--- src/rtl/johnson_pkg.sv ---
// Shared definitions for consumers of an N-stage Johnson counter: lock-FSM states,
// phase width helper and the legal-code/decode function.
package johnson_pkg;

    // Widest Johnson code the shared decode function accepts.
    localparam int JPT_MAX_N = 16;

    typedef enum logic [1:0] {
        UNLOCKED = 2'd0,
        ACQUIRE  = 2'd1,
        LOCKED   = 2'd2
    } lock_state_e;

    function automatic int jpt_pw(input int n);
        return $clog2(2 * n);
    endfunction

    // The code is left-aligned so the run is always measured from bit JPT_MAX_N-1;
    // the run length gives the phase and any bit equal to the MSB after the run is illegal.
    function automatic logic jpt_decode(input logic [JPT_MAX_N-1:0] code,
                                        input int n,
                                        output int phase);
        logic [JPT_MAX_N-1:0] bits;
        logic msb;
        logic in_run;
        logic legal;
        int   run;
        bits   = code << (JPT_MAX_N - n);
        msb    = bits[JPT_MAX_N-1];
        in_run = 1'b1;
        legal  = 1'b1;
        run    = 0;
        for (int i = 0; i < JPT_MAX_N; i++) begin
            if (i < n) begin
                if (in_run && (bits[JPT_MAX_N-1] == msb)) begin
                    run = run + 1;
                end else begin
                    in_run = 1'b0;
                    if (bits[JPT_MAX_N-1] == msb) legal = 1'b0;
                end
                bits = bits << 1;
            end
        end
        phase = msb ? (run - 1) : (n - 1 + run);
        return legal;
    endfunction

endpackage

--- src/rtl/johnson_code_decode.sv ---
// Combinational Johnson code decoder: jc -> {legal, phase index 0..2N-1}.
module johnson_code_decode
    import johnson_pkg::*;
#(
    parameter int N  = 4,
    parameter int PW = jpt_pw(N)
) (
    input  logic [N-1:0]  jc_i,
    output logic          legal_o,
    output logic [PW-1:0] phase_o
);

    int phase_int;

    always_comb begin
        phase_int = 0;
        legal_o   = jpt_decode(JPT_MAX_N'(jc_i), N, phase_int);
        phase_o   = PW'(phase_int);
    end

endmodule

--- src/rtl/johnson_phase_tracker.sv ---
// Samples a Johnson counter code, decodes phase, flags illegal codes and sequence breaks,
// and tracks lock. Optional macro JPT_ONEHOT_EN adds the registered one-hot output phase_oh.
module johnson_phase_tracker
    import johnson_pkg::*;
#(
    parameter int N         = 4,
    parameter int LOCK_CNT  = 4,
    parameter int ERR_CNT_W = 8,
    localparam int PW       = jpt_pw(N)
) (
    input  logic                 clk,
    input  logic                 rst,
    input  logic [N-1:0]         jc_in,
    input  logic                 jc_valid,
    output logic [PW-1:0]        phase,
    output logic                 phase_vld,
    output logic                 illegal,
    output logic                 seq_err,
    output logic                 wrap,
    output logic                 locked,
    output logic [ERR_CNT_W-1:0] err_count
`ifdef JPT_ONEHOT_EN
    ,
    output logic [2*N-1:0]       phase_oh
`endif
);

    localparam int PHASES = 2 * N;
    localparam int RW     = $clog2(LOCK_CNT + 1);
    localparam logic [PW-1:0]        LAST_PHASE = PW'(PHASES - 1);
    localparam logic [ERR_CNT_W-1:0] ERR_MAX    = '1;

    logic          dec_legal;
    logic [PW-1:0] dec_phase;

    johnson_code_decode #(.N(N)) u_decode (
        .jc_i    (jc_in),
        .legal_o (dec_legal),
        .phase_o (dec_phase)
    );

    logic [PW-1:0]        phase_q, phase_d;
    logic                 phase_vld_q, phase_vld_d;
    logic                 illegal_q, illegal_d;
    logic                 seq_err_q, seq_err_d;
    logic                 wrap_q, wrap_d;
    logic [PW-1:0]        ref_q, ref_d;
    logic                 ref_vld_q, ref_vld_d;
    logic [ERR_CNT_W-1:0] err_q, err_d;
    lock_state_e          state_q, state_d;
    logic [RW-1:0]        run_q, run_d;
    logic [RW-1:0]        run_inc;

    logic [PW-1:0] expect_phase;
    logic          in_seq;
    logic          good;
    logic          bad;

    // Without a reference any legal code counts as sequential.
    assign expect_phase = (ref_q == LAST_PHASE) ? '0 : ref_q + PW'(1);
    assign in_seq       = !ref_vld_q || (dec_phase == expect_phase);
    assign good         = jc_valid && dec_legal && in_seq;
    assign bad          = jc_valid && !(dec_legal && in_seq);
    assign run_inc      = run_q + RW'(1);

    always_comb begin
        // NOTE: every variable gets a default first so no path leaves it unassigned (no latch).
        phase_d     = phase_q;
        phase_vld_d = 1'b0;
        illegal_d   = 1'b0;
        seq_err_d   = 1'b0;
        wrap_d      = 1'b0;
        ref_d       = ref_q;
        ref_vld_d   = ref_vld_q;
        err_d       = err_q;
        if (jc_valid) begin
            if (!dec_legal) begin
                illegal_d = 1'b1;
                ref_vld_d = 1'b0;
            end else begin
                phase_d     = dec_phase;
                phase_vld_d = 1'b1;
                seq_err_d   = !in_seq;
                wrap_d      = ref_vld_q && (ref_q == LAST_PHASE) && (dec_phase == '0);
                ref_d       = dec_phase;
                ref_vld_d   = 1'b1;
            end
            if (bad && (err_q != ERR_MAX)) err_d = err_q + ERR_CNT_W'(1);
        end
    end

    always_ff @(posedge clk) begin
        // NOTE: registers take non-blocking assignments so every flop samples pre-edge values.
        if (!rst) begin
            phase_q     <= '0;
            phase_vld_q <= 1'b0;
            illegal_q   <= 1'b0;
            seq_err_q   <= 1'b0;
            wrap_q      <= 1'b0;
            ref_q       <= '0;
            ref_vld_q   <= 1'b0;
            err_q       <= '0;
        end else begin
            phase_q     <= phase_d;
            phase_vld_q <= phase_vld_d;
            illegal_q   <= illegal_d;
            seq_err_q   <= seq_err_d;
            wrap_q      <= wrap_d;
            ref_q       <= ref_d;
            ref_vld_q   <= ref_vld_d;
            err_q       <= err_d;
        end
    end

    always_ff @(posedge clk) begin
        if (!rst) begin
            state_q <= UNLOCKED;
            run_q   <= '0;
        end else begin
            state_q <= state_d;
            run_q   <= run_d;
        end
    end

    always_comb begin
        state_d = state_q;
        run_d   = run_q;
        case (state_q)
            UNLOCKED: begin
                if (good) begin
                    run_d   = RW'(1);
                    state_d = (LOCK_CNT == 1) ? LOCKED : ACQUIRE;
                end
            end
            ACQUIRE: begin
                if (bad) begin
                    state_d = UNLOCKED;
                    run_d   = '0;
                end else if (good) begin
                    run_d = run_inc;
                    if (run_inc == RW'(LOCK_CNT)) state_d = LOCKED;
                end
            end
            LOCKED: begin
                if (bad) begin
                    state_d = UNLOCKED;
                    run_d   = '0;
                end
            end
            default: begin
                state_d = UNLOCKED;
                run_d   = '0;
            end
        endcase
    end

    always_comb begin
        locked = (state_q == LOCKED);
    end

    assign phase     = phase_q;
    assign phase_vld = phase_vld_q;
    assign illegal   = illegal_q;
    assign seq_err   = seq_err_q;
    assign wrap      = wrap_q;
    assign err_count = err_q;

`ifdef JPT_ONEHOT_EN
    logic [PHASES-1:0] phase_oh_q, phase_oh_d;

    always_comb begin
        phase_oh_d = '0;
        if (phase_vld_d) phase_oh_d[phase_d] = 1'b1;
    end

    always_ff @(posedge clk) begin
        if (!rst) phase_oh_q <= '0;
        else      phase_oh_q <= phase_oh_d;
    end

    assign phase_oh = phase_oh_q;
`else
    // Default build carries no one-hot register.
`endif

endmodule

--- config.mk ---
export PLATFORM = sky130hd
export DESIGN_NAME = johnson_phase_tracker
export DESIGN_NICKNAME = d
export VERILOG_FILES = /design/src/rtl/johnson_pkg.sv /design/src/rtl/johnson_code_decode.sv /design/src/rtl/johnson_phase_tracker.sv
export SDC_FILE = /design/constraint.sdc
export NUM_CORES = 1
export LEC_CHECK = 0
export CAP_MARGIN = 20
export CORE_ASPECT_RATIO = 1.5
export CORE_MARGIN = 1
export CORE_UTILIZATION = 54
export DETAILED_ROUTE_END_ITERATION = 8
export HOLD_SLACK_MARGIN = 0.02
export PLACE_DENSITY_LB_ADDON = 0.25
export SLEW_MARGIN = 0
export SYNTH_ARGS = -nofsm -noshare
export SYNTH_HDL_FRONTEND = slang
export SYNTH_HIERARCHICAL = 1
export SYNTH_SLANG_ARGS = --single-unit
--- constraint.sdc ---
create_clock -name clk -period 4 [get_ports clk]
set_input_delay 0.8 -clock clk [delete_from_list [all_inputs] [get_ports clk]]
set_output_delay 0.8 -clock clk [all_outputs]
set_load 0.01 [all_outputs]
== Yosys cells after proc, flatten, opt, wreduce, memory -nomap -nowiden ==
Index checks and enable logic that the tools add are counted.

* Logic and storage cells: 74
* Flip-flop bits (word level): 21

* Reductions and logical operators: 21
* Add/sub/neg operators: 7
* Muxes and demuxes: 24
* Eq/ne operators: 13

{| class="wikitable"
|+ Operators by type and width
! cell !! count
|-
| $mux 3 || 8
|-
| $mux 2 || 6
|-
| $logic_and 1x1->1 || 9
|-
| $pmux 3 s3 || 1
|-
| $add 8x1->8 const B || 1
|-
| $mux 1 || 8
|-
| $ne 8x8->1 const B || 1
|-
| $add 3x1->3 const B || 2
|-
| $eq 3x3->1 const B || 2
|-
| $ne 3x3->1 const B || 2
|-
| $pmux 2 s3 || 1
|-
| $reduce_and 2->1 || 3
|-
| $reduce_and 3->1 || 2
|-
| $reduce_and 4->1 || 1
|-
| $add 2x1->3 const B || 1
|-
| $add 3x2->3 const B || 1
|-
| $add 3x3->3 const A || 1
|-
| $eq 1x1->1 || 3
|-
| $eq 3x3->1 || 1
|-
| $logic_not 1->1 || 3
|-
| $logic_not 3->1 || 1
|-
| $sub 3x2->3 const B || 1
|-
| $eq 2x1->1 const B || 1
|-
| $eq 2x2->1 const B || 1
|-
| 4 further kinds || 4
|}

== Longest topological paths before layout ==
* Depth in word-level cells: 15
* Gate-level depth with buffers: 8

== By module ==
The synthesis kept the hierarchy.

{| class="wikitable"
|+ By module, submodules not included
! module !! area an instance (µm²) !! sequential area each (µm²) !! cells each !! instances
|-
| johnson_phase_tracker || 1068.5 || 420.4 || 120 || 1
|-
| johnson_code_decode || 72.6 || 0.0 || 12 || 1
|}

== Worst setup path after synthesis ==
OpenSTA, ideal clock, no wires.

* Path kind: input to register
* Start point: input jc_in[0]
* End point: register run_q[2]
* Stages on the path: 6
* Library setup time: 0.122 ns
* Path slack: 1.522 ns
* Required time: 3.878 ns
* Arrival: 2.356 ns
* Path through: nor2b_1 > o31ai_1 > nor3_1 > o41ai_4 > o311ai_1 > a221o_1

* Word-level cells in the longest chain between the ends: 12
* Elaborated cells on any way between the ends: 21
* Those cells by class: 2 x add/sub; 5 x eq/ne; 6 x mux; 8 x reduce/logical

{| class="wikitable"
|+ Ends and longest elaborated chain
! item !! line !! source
|-
| from (decl) || johnson_phase_tracker.sv:13 || <nowiki>input logic [N-1:0] jc_in,</nowiki>
|-
| $eq 1x1->1 * || johnson_pkg.sv:35 || <nowiki>if (in_run && (bits[JPT_MAX_N-1] == msb)) begin</nowiki>
|-
| $logic_and 1x1->1 * || johnson_pkg.sv:35 ||
|-
| $mux 3 * || johnson_pkg.sv:35 ||
|-
| $add 3x3->3 / $sub 3x2->3 (equally long branches) || johnson_pkg.sv:44 || <nowiki>phase = msb ? (run - 1) : (n - 1 + run);</nowiki>
|-
| $mux 3 * || johnson_pkg.sv:44 ||
|-
| via dec_phase[0] || johnson_phase_tracker.sv:34 || <nowiki>logic [PW-1:0] dec_phase;</nowiki>
|-
| $eq 3x3->1 * || johnson_phase_tracker.sv:61 || <nowiki>assign in_seq = !ref_vld_q || (dec_phase == expect_phase);</nowiki>
|-
| $logic_or 1x1->1 * || johnson_phase_tracker.sv:61 ||
|-
| $logic_and 1x1->1 || johnson_phase_tracker.sv:63 || <nowiki>assign bad = jc_valid && !(dec_legal && in_seq);</nowiki>
|-
| $logic_not 1->1 || johnson_phase_tracker.sv:63 ||
|-
| $logic_and 1x1->1 || johnson_phase_tracker.sv:63 ||
|-
| $ne 3x3->1 (no line) (tied with other cells) || n/a ||
|-
| $reduce_and 3->1 (no line) / $pmux 3 s3 (equally long branches) || n/a ||
|-
| to (signal assigned) || johnson_phase_tracker.sv:121 || <nowiki>run_q <= run_d;</nowiki>
|-
| to (decl) || johnson_phase_tracker.sv:51 || <nowiki>logic [RW-1:0] run_q, run_d;</nowiki>
|}

The timed path passes the listed nets; every way through them passes the cells marked *.
A chain may end at the register's enable or synchronous reset.

== Worst setup path after layout ==
* Start point: input jc_in[1]
* End point: register err_q[4], in the netlist err_count[4]

* Word-level cells in the longest chain between the ends: 14
* Elaborated cells on any way between the ends: 21
* Those cells by class: 3 x add/sub; 2 x eq/ne; 8 x mux; 8 x reduce/logical

{| class="wikitable"
|+ Ends and longest elaborated chain
! item !! line !! source
|-
| $eq 1x1->1 * || johnson_pkg.sv:35 ||
|-
| $logic_and 1x1->1 * || johnson_pkg.sv:35 ||
|-
| $mux 3 / $mux 1 (equally long branches) || johnson_pkg.sv:35 ||
|-
| $add 3x2->3 / $logic_and 1x1->1 (equally long branches) || johnson_pkg.sv:36, johnson_pkg.sv:35 ||
|-
| $mux 3 * || johnson_pkg.sv:35 ||
|-
| $add 3x3->3 / $sub 3x2->3 (equally long branches) || johnson_pkg.sv:44 ||
|-
| $mux 3 * || johnson_pkg.sv:44 ||
|-
| via dec_phase[0] || johnson_phase_tracker.sv:34 ||
|-
| $eq 3x3->1 * || johnson_phase_tracker.sv:61 ||
|-
| $logic_or 1x1->1 * || johnson_phase_tracker.sv:61 ||
|-
| $logic_and 1x1->1 * || johnson_phase_tracker.sv:63 ||
|-
| $logic_not 1->1 * || johnson_phase_tracker.sv:63 ||
|-
| $logic_and 1x1->1 * || johnson_phase_tracker.sv:63 ||
|-
| $logic_and 1x1->1 * || johnson_phase_tracker.sv:88 || <nowiki>if (bad && (err_q != ERR_MAX)) err_d = err_q + ERR_CNT_W'(1);</nowiki>
|-
| $reduce_and 2->1 (no line) * || n/a ||
|-
| to (signal assigned) || johnson_phase_tracker.sv:111 || <nowiki>err_q <= err_d;</nowiki>
|-
| to (decl) || johnson_phase_tracker.sv:49 || <nowiki>logic [ERR_CNT_W-1:0] err_q, err_d;</nowiki>
|}

Marks and branches as above.

==> flow_summary.json <==
{
  "syn-num-nets": 144,
  "cts_max_level": 1,
  "drt_first_pass_iters": 4,
  "placed_area_um2": 1381,
  "worstPathRequired_ns": 4.22,
  "yosysTopAreaCell": "dfxtp_1",
  "grt_max_degree": 15,
  "cp-end-kind": "flop",
  "multi_input_area_um2": 679.4,
  "fillers": 175,
  "critPathLaunchType": "primary input",
  "critPathSlowestCell": "clkdlybuf4s50_1",
  "switching_share": 0.2945,
  "ant_nets": 0,
  "status": "finished, final reports clean",
  "ctsHoldBuffers": 0,
  "slew_violations": 0,
  "dp_cells": 173,
  "timing.reg2reg.setup_slack_ns": 1.70,
  "instances_no_fill": 177,
  "fmax_mhz": 331.1,
  "core_area_um2": 2002,
  "ys.flop_type": "dfxtp_1",
  "grt_pass1_vias": 984,
  "drv_cap": 0,
  "power_density_nw_per_um2": 290.6,
  "ir_worst_vdd_v": 0.0002069,
  "routed_wl_um": 2664,
  "synth_cell_types": 40,
  "drive_above_1_share": 0.09032,
  "dp_hpwl_um": 2020,
  "synthTopCellsByArea": "dfxtp_1, ha_1, a21oi_1, nand2_1, nand3_1",
  "yosysWarnings": 6,
  "p_seq_frac": 0.553,
  "path_class": "in -> reg",
  "cts-root-buf": "clkbuf_4",
  "synth_area_um2": 1141,
  "critPathBufInv": 1,
  "finalCriticalPeriod_ns": 3.020,
  "synth.top_cell.area_share": 0.3684,
  "grt.met1_usage": 0.2930,
  "r2r_end": "err_count[4]",
  "clkLatencyLatePin_ns": 0.31,
  "die_area_um2": 2305,
  "grt_pass1_wl_um": 4105,
  "post_drt_wl_per_cell_um": 15.05,
  "die_h_um": 58.30,
  "synth-seq-cells": 21,
  "layout.area.seq_um2": 420.4,
  "cts_buffers": 3,
  "crit_fanout": 7,
  "power.total_mw": 0.4094,
  "path_clk_slew_ns": 0.12,
  "slowest_delay_ns": 0.60,
  "crit_chain": "clkdlybuf4s50_1, nor2b_1, o31ai_1, nor3_1, o41ai_4, a21boi_2, a41o_1, o211a_1",
  "worstMarginPinSlew_ns": 0.6466,
  "setup_viol": 0,
  "initial_core_util": 0.5700,
  "grt_use_met2": 0.4286,
  "grt-ovfl-total": 0,
  "maxSlewHeadroom": 0.5689,
  "internal_power_mw": 0.2888,
  "cts.path.max_buffers": 2,
  "drc_errors": 0,
  "io_buffers": 22,
  "async_flop_share": 0,
  "grtUsageTotal": 0.2493,
  "cts_tree": "yes",
  "cts_resized": 0,
  "timing.rr.start": "ref_q[0]",
  "gp_congestion": 0.7552,
  "critPathTopFamily": "compound AO/OA/AOI/OAI gates",
  "min_from": "ref_q[1]",
  "hold_viol_final": 0,
  "boundaryPins": 23,
  "p_clk_frac": 0.257,
  "grt_use_met3": 0.02642,
  "p_leak_nw": 0.5629,
  "arrival_ns": 3.24,
  "hold_end": "ref_q[1]",
  "avgSynthCellArea_um2": 8.645,
  "holdPathStages": 2,
  "fin_skew_ns": 0.008274,
  "num_vias": 1067,
  "syn2layout_area_growth_pct": 23.46,
  "std_cell_rows": 20,
  "comb_power_share": 0.189,
  "vias_per_cell": 6.028,
  "top_usage_layer": "met2",
  "switchingPower_mw": 0.1206,
  "min_period_over_period": 0.7550,
  "drt-initial-drc-count": 65,
  "antenna_found_initial": 0,
  "num-nets-final": 168,
  "syn_inst": 132,
  "rr_worst_depth": 7,
  "grt_setup_unrepaired": "no",
  "clock_sinks": 21,
  "diodes": 0,
  "cts_setup_buffers": 0,
  "tns_ns": 0,
  "yosysSeqAreaShare": 0.3684,
  "final_area_um2": 1409,
  "min_path_type": "reg -> reg",
  "synth_edf_count": 0,
  "die_x_um": 39.54
}
-- flip-flops by register name, summed over array words and instances, names as in the netlist --
register / count
err_count: 8
illegal: 1
phase_vld: 1
ref_q: 3
ref_vld_q: 1
run_q: 3
seq_err: 1
state_q: 2
wrap: 1
-- power groups by stage --
stage                     logic [mW]  clock network, mW  registers [mW]
after floorplan               0.0470                  0           0.230
after global placement        0.0736                  0           0.230
after detailed placement      0.0768                  0           0.231
after CTS                     0.0771              0.106           0.226
after global routing          0.0842              0.114           0.227
final                         0.0776              0.105           0.226
-- per-layer routing --
| metal | vias up | wire [um] |
|---|---|---|
| li1 | 527 | - |
| met1 | 497 | 1119 |
| met2 | 38 | 1401 |
| met3 | 5 | 101 |
| met4 | 0 | 42 |
| met5 | - | 0 |
-- worst reg2reg max path, delay by kind of cell, from the launching register on --
kind                     cells  cell delay (ns)
XOR/XNOR                     1             0.19
flip-flops                   1             0.37
adder cells (fa/ha/maj)      2             0.49
AO/OA/AOI/OAI                4             1.16
-- worst max path at each step --
stage	startpoint	end	slack, ns	depth (start not counted)
4_1_cts	jc_in[1]	err_count[4]	1.0	8
2_1_floorplan	jc_in[0]	run_q[2]	1.52	6
6_report	jc_in[1]	err_count[4]	0.98	8
5_1_grt	jc_in[1]	err_count[4]	0.81	8
3_5_place_dp	jc_in[1]	err_count[4]	0.67	8
3_3_place_gp	jc_in[1]	run_q[2]	0.84	7
-- logic make-up (layout without fill, tap and decap cells) --
family,Yosys count,after routing,share of synthesized area
AND/OR/NAND/NOR,55,55,0.2566
AO/OA/AOI/OAI,32,32,0.2193
flip-flops,21,21,0.3684
buffers and inverters,11,34,0.03618
adder cells (fa/ha/maj),5,5,0.05482
XOR/XNOR,5,5,0.03838
multiplexers,3,3,0.02632
-- cells in the mapped netlist, drive strengths merged (3+ instances only) --
library cell	count
nor3	5
nor2	11
nand2b	5
dfxtp	21
xor2	3
nand2	12
and3	4
inv	6
a211oi	3
mux2i	3
nand3	8
ha	5
a21oi	11
nand4	3
o21ai	3
clkbuf	4
-- stage by stage --
| step | utilization | setup WS (ns) | hold slack (ns) |
|---|---|---|---|
| after floorplan | - | 1.522 | 0.4717 |
| after global placement | 0.6900 | 0.8450 | 0.4641 |
| after detailed placement | 0.6900 | 0.6677 | 0.4710 |
| after CTS | 0.7038 | 0.9971 | 0.4869 |
| after global routing | 0.7038 | 0.8144 | 0.5203 |
| final | 0.7038 | 0.9802 | 0.4894 |
-- cell usage in the layout, fill, tap and decap left out, types with 2 or more instances in the layout --
| cell type | count |
|---|---|
| clkdlybuf4s50_1 | 22 |
| nor2_1 | 10 |
| nor3_1 | 5 |
| xor2_1 | 3 |
| nand4_1 | 3 |
| a21bo_2 | 2 |
| mux2i_1 | 3 |
| nand2b_1 | 5 |
| inv_1 | 6 |
| ha_1 | 5 |
| a21oi_1 | 11 |
| nand3b_1 | 2 |
| clkbuf_4 | 3 |
| dfxtp_1 | 21 |
| nand2_1 | 12 |
| a211oi_1 | 3 |
| xnor2_1 | 2 |
| and3_1 | 3 |
| nand3_1 | 8 |
| o21ai_0 | 3 |
-- cell type report --
type | count | share of cell area
Inverter | 7 | 0.01865
Clock buffer | 3 | 0.01599
Sequential cell | 21 | 0.2984
Clock inverter | 1 | 0.003552
Multi-Input combinational cell | 100 | 0.4822
Timing Repair Buffer | 23 | 0.1616
Tap cell | 22 | 0.01954
No activity file was read; power rests on OpenSTA's default activity.
